--- config.mk ---
export PLATFORM = sky130hd
export DESIGN_NAME = uart_rx_flat
export DESIGN_NICKNAME = d
export VERILOG_FILES = /design/src/rtl/uart_rx_if.sv /design/src/rtl/uart_rx.sv /design/src/flat_wrapper.sv
export SDC_FILE = /design/constraint.sdc
export NUM_CORES = 1
export LEC_CHECK = 0
export CORE_MARGIN = 10
export CORE_UTILIZATION = 51
export CTS_CLUSTER_SIZE = 8
export DETAILED_ROUTE_END_ITERATION = 10
export HOLD_SLACK_MARGIN = 0.08
export PLACE_DENSITY = 0.86
export SLEW_MARGIN = 10
export SYNTH_ARGS = -nofsm -noshare
export SYNTH_HDL_FRONTEND = slang
export SYNTH_SLANG_ARGS = --single-unit
--- constraint.sdc ---
create_clock -name clk -period 2.1 [get_ports clk]
set_clock_uncertainty 0.15 [all_clocks]
set_input_delay 0.315 -clock clk [delete_from_list [all_inputs] [get_ports clk]]
set_output_delay 0.315 -clock clk [all_outputs]
set_load 0.05 [all_outputs]
--- src/rtl/uart_rx_if.sv ---
// uart_rx_if: serial input, byte handshake and status flags of the UART receiver
interface uart_rx_if;
    logic       rx_din;
    logic       rx_ready;
    logic [7:0] data_recv;
    logic       rx_valid;
    logic       framing_err;
    logic       overrun;
    logic       busy;
    modport master (output rx_din, rx_ready, input data_recv, rx_valid, framing_err, overrun, busy);
    modport slave  (input rx_din, rx_ready, output data_recv, rx_valid, framing_err, overrun, busy);
endinterface

--- src/rtl/uart_rx.sv ---
// uart_rx: 8N1 serial receiver with a one-entry valid/ready holding register
module uart_rx #(
    parameter int CLKS_PER_BIT = 1
) (
    input  logic     clk,
    input  logic     rst,
    uart_rx_if.slave bus
);
    localparam int HALF = (CLKS_PER_BIT - 1) / 2;
    localparam int CW = CLKS_PER_BIT > 1 ? $clog2(CLKS_PER_BIT) : 1;
    typedef enum logic [2:0] {IDLE, START, DATA, STOP, RECOVER} state_t;
    state_t        state, state_d;
    logic [1:0]    sync;
    logic          rx_sync;
    logic [CW-1:0] clk_cnt;
    logic [2:0]    bit_idx;
    logic [7:0]    shift;
    logic          sample, good, bad, load;
    assign rx_sync = sync[1];
    assign bus.busy = state != IDLE;
    // next state, sample strobe and stop-bit verdict
    always_comb begin
        state_d = state;
        sample = 1'b0;
        good = 1'b0;
        bad = 1'b0;
        case (state)
            IDLE: if (!rx_sync) state_d = HALF == 0 ? DATA : START;
            START: begin
                sample = clk_cnt == CW'(HALF - 1);
                if (sample) state_d = rx_sync ? IDLE : DATA;
            end
            DATA: begin
                sample = clk_cnt == CW'(CLKS_PER_BIT - 1);
                if (sample && bit_idx == 3'd7) state_d = STOP;
            end
            STOP: begin
                sample = clk_cnt == CW'(CLKS_PER_BIT - 1);
                good = sample && rx_sync;
                bad = sample && !rx_sync;
                if (sample) state_d = rx_sync ? IDLE : RECOVER;
            end
            RECOVER: if (rx_sync) state_d = IDLE;
            default: state_d = IDLE;
        endcase
        load = good && (!bus.rx_valid || bus.rx_ready);
    end
    // FSM state register
    always_ff @(posedge clk) begin
        if (rst) state <= IDLE;
        else state <= state_d;
    end
    // synchronizer, bit timing, shift register and holding register
    always_ff @(posedge clk) begin
        if (rst) begin
            sync <= 2'b11;
            clk_cnt <= '0;
            bit_idx <= '0;
            shift <= '0;
            bus.data_recv <= '0;
            bus.rx_valid <= 1'b0;
            bus.framing_err <= 1'b0;
            bus.overrun <= 1'b0;
        end else begin
            sync <= {sync[0], bus.rx_din};
            clk_cnt <= (state == IDLE || state == RECOVER || sample) ? '0 : clk_cnt + 1'b1;
            bit_idx <= state == DATA ? bit_idx + 3'(sample) : '0;
            if (state == DATA && sample) shift <= {rx_sync, shift[7:1]};
            if (load) bus.data_recv <= shift;
            bus.rx_valid <= load || (bus.rx_valid && !bus.rx_ready);
            bus.framing_err <= bad;
            bus.overrun <= good && !load;
        end
    end
endmodule

--- src/flat_wrapper.sv ---
// flat-port wrapper written by rule: the top's interface ports become plain ports
module uart_rx_flat 
#(
    parameter int CLKS_PER_BIT = 1
)
  (clk, rst, bus_rx_din, bus_rx_ready, bus_data_recv, bus_rx_valid, bus_framing_err, bus_overrun, bus_busy);
  uart_rx_if bus_i ();
  input  logic clk;
  input  logic rst;
  input wire logic [$bits(bus_i.rx_din)-1:0] bus_rx_din;
  input wire logic [$bits(bus_i.rx_ready)-1:0] bus_rx_ready;
  output wire logic [$bits(bus_i.data_recv)-1:0] bus_data_recv;
  output wire logic [$bits(bus_i.rx_valid)-1:0] bus_rx_valid;
  output wire logic [$bits(bus_i.framing_err)-1:0] bus_framing_err;
  output wire logic [$bits(bus_i.overrun)-1:0] bus_overrun;
  output wire logic [$bits(bus_i.busy)-1:0] bus_busy;
  assign bus_i.rx_din = bus_rx_din;
  assign bus_i.rx_ready = bus_rx_ready;
  assign bus_data_recv = bus_i.data_recv;
  assign bus_rx_valid = bus_i.rx_valid;
  assign bus_framing_err = bus_i.framing_err;
  assign bus_overrun = bus_i.overrun;
  assign bus_busy = bus_i.busy;
  uart_rx #(.CLKS_PER_BIT(CLKS_PER_BIT)) u_core (.clk(clk), .rst(rst), .bus(bus_i));
endmodule
==> flow_summary.json <==
{
  "status": "finished clean",
  "maxCapViolations": 0,
  "cp_data_required_time_ps": 1630,
  "use_met2_pct": 13.40,
  "ys_seq_area_share_pct": 51.26,
  "clkSinkCount": 28,
  "path_cells": "clkdlybuf4s50_1",
  "cts-hold-fix-buffers": 0,
  "postRouteAntennaNets": 0,
  "cp-end-kind": "primary output",
  "cts_tree": "done",
  "drive_gt1_share_pct": 9.924,
  "fin_crit_sh_pct": 93.76,
  "num_io_pins": 16,
  "rsz0062_at_grt": "false",
  "vias": 796,
  "r2r_setup_slack_ps": 360,
  "avgSynthCellArea_um2": 9.189,
  "path_clk_slew_ps": 140,
  "wirelength_um": 1868,
  "gp_congestion": 0.6832,
  "avgViaCountPerCell": 5.038,
  "overflow": 0,
  "core_um2": 2002,
  "synthArstFlopShare_pct": 0,
  "whs_endpoint": "u_core.sync[1]",
  "row_count": 16,
  "r2r-end": "u_core.shift[2]",
  "tightestPinTransition_ps": 508.2,
  "hold_violations": 0,
  "synthCells": 119,
  "crit-reg2reg-launch": "u_core.state[1]",
  "clkLatencyLatePin_ps": 320,
  "clockBufferDepth": 2,
  "die_x_um": 66.31,
  "cts.repair.resized": 0,
  "cpMaxStageDelayCell": "clkdlybuf4s50_1",
  "cts_htree_levels": 1,
  "final_nets": 137,
  "numPortBuffers": 15,
  "max_slew_margin_pct": 66.01,
  "met3_usage_pct": 3.390,
  "cp_top_family": "buffers and inverters",
  "crit_type": "reg2out",
  "vdd_drop_max_v": 0.0005984,
  "busiest_layer": "met2",
  "wl_per_cell_um": 11.82,
  "start_util_pct": 54.63,
  "fill_cells": 176,
  "postCtsSetupRepairBufs": 0,
  "die_h_um": 66.31,
  "max_freq_mhz": 507.9,
  "die_area_um2": 4396,
  "min-delay-start": "u_core.sync[0]",
  "dr.pass1.iters": 4,
  "numCtsBuffers": 3,
  "first_global_vias": 742,
  "route.detailed.drc": 0,
  "rr_worst_depth": 4,
  "layout-area-overhead-vs-synth_pct": 18.42,
  "ys_top_cells_by_area": "dfxtp_1 (51%), mux2i_1 (10%), nand2_1 (7.2%), a21oi_1 (4.6%), nor2_1 (4.5%)",
  "use_met1_pct": 10.84,
  "worst-path-buf-inv": 1,
  "yosysWarnings": 0,
  "cp_slowest_stage_delay_ps": 810,
  "power_density_nw_per_um2": 903.0,
  "final_util_pct": 64.69,
  "leakagePower_nw": 0.5244,
  "startpoint_type": "register",
  "cts_root_buf": "clkbuf_4",
  "grt_usage_pct": 8.737,
  "synth_top_area_share_pct": 51.26,
  "synth_ff_type": "dfxtp_1",
  "design_area_um2": 1295,
  "hpwl_um": 1352,
  "netlist_area_um2": 1094,
  "cp.arrival_ps": 1500,
  "synth-seq-cells": 28,
  "grt_antenna_before_repair": 0,
  "hold_path.class": "reg2reg",
  "min_period_ps": 1969,
  "finalSetupViolations": 0,
  "grt_pass1_wl_um": 3194,
  "finalPower_w": 0.001169,
  "n_antenna_cell": 0,
  "hold_path_depth": 1,
  "grt_max_degree": 21,
  "yosysUniqueCellTypes": 28,
  "drt-initial-drc-count": 41,
  "critPathMaxFanout": 2,
  "slew_viol_final": 0,
  "place_area_um2": 1242,
  "synth_top_cell_by_area": "dfxtp_1",
  "syn_nets": 124,
  "synth-edff-count": 0,
  "finalSetupTns_ps": 0
}
-- how the worst max path moves through the flow --
stage / startpoint / to / slack, ps / cells past startpoint
after floorplan: u_core.state[0] / u_core.bit_idx[2] / 560 / 6
after global placement: bus_rx_ready / u_core.bus.data_recv[1] / 390 / 5
after detailed placement: bus_rx_ready / u_core.bus.data_recv[4] / 350 / 5
after CTS: u_core.bus.data_recv[4] / bus_data_recv[4] / 120 / 1
after global routing: u_core.bus.rx_valid / bus_rx_valid / 70 / 1
final: u_core.bus.data_recv[4] / bus_data_recv[4] / 130 / 1
-- cells in the final DEF, fill, tap and decap left out, types with 2 or more instances in the layout --
master           count
xor2_1               2
clkdlybuf4s50_1     14
nand2b_1             4
inv_1                3
buf_4                2
nand2_1             21
or2_2                2
clkbuf_4             3
nor3_1               2
nor2_1              13
dfxtp_1             28
mux2i_1             11
a21oi_1             10
-- metrics by stage --
step                setup WS (ps)  instances  hold WS [ps]
global placement            391.3        154         243.6
global route                70.70        158         293.3
finish                      131.1        158         283.4
detailed placement          349.4        154         252.7
floorplan                   562.5        119         239.5
CTS                         120.0        158         289.2
-- Yosys cell counts, types with 2 or more instances --
library cell	instances
or2_2	2
dfxtp_1	28
nor3_1	2
mux2i_1	11
xor2_1	2
buf_2	2
clkbuf_1	5
a21oi_1	10
inv_1	3
nor2_1	13
nand2b_1	4
nand2_1	21
-- layer usage --
metal,share of wire (%),routed length [um]
met1,47,869
met2,46,868
met3,6.9,129
met4,0,0
met5,0,0
-- worst register-to-register path, cell delays in order, from the launching register on --
cell and delay, ps:
dfxtp_1 490, nor3b_2 340, nor2b_1 480, nand2_1 110
a21oi_1 140
-- logic make-up after synthesis --
family          after synthesis  synth area share (%)
fa+ha+maj                     1                 1.144
xor+xnor                      3                 2.403
simple gates                 51                 23.00
flops                        28                 51.26
mux                          11                 10.07
compound gates               14                 7.437
buf+inv                      11                 4.691
-- sequential cells by signal, indices dropped and copies added, names as in the netlist --
signal,count
u_core.bit_idx,3
u_core.state,3
u_core.bus.rx_valid,1
u_core.bus.framing_err,1
u_core.clk_cnt,1
u_core.sync,2
u_core.bus.overrun,1
u_core.bus.data_recv,8
u_core.shift,8
-- where the power goes --
group          total, W  internal [W]  leakage (nW)  switching, W
logic          0.000224     0.0000858         0.270      0.000138
registers      0.000600      0.000562         0.227     0.0000376
clock network  0.000346      0.000193        0.0279      0.000153
-- area by class of cell --
type / instances / area [um2] / share of cell area, %
multi-input cells: 80 / 481.7 / 37.20
repair buffers: 16 / 155.1 / 11.98
clock buffers: 3 / 22.52 / 1.739
inverters: 3 / 11.26 / 0.8696
flip-flops and latches: 28 / 560.5 / 43.29
well taps: 27 / 33.78 / 2.609
clock inverters: 1 / 30.03 / 2.319
(Power assumes the default switching activity.)
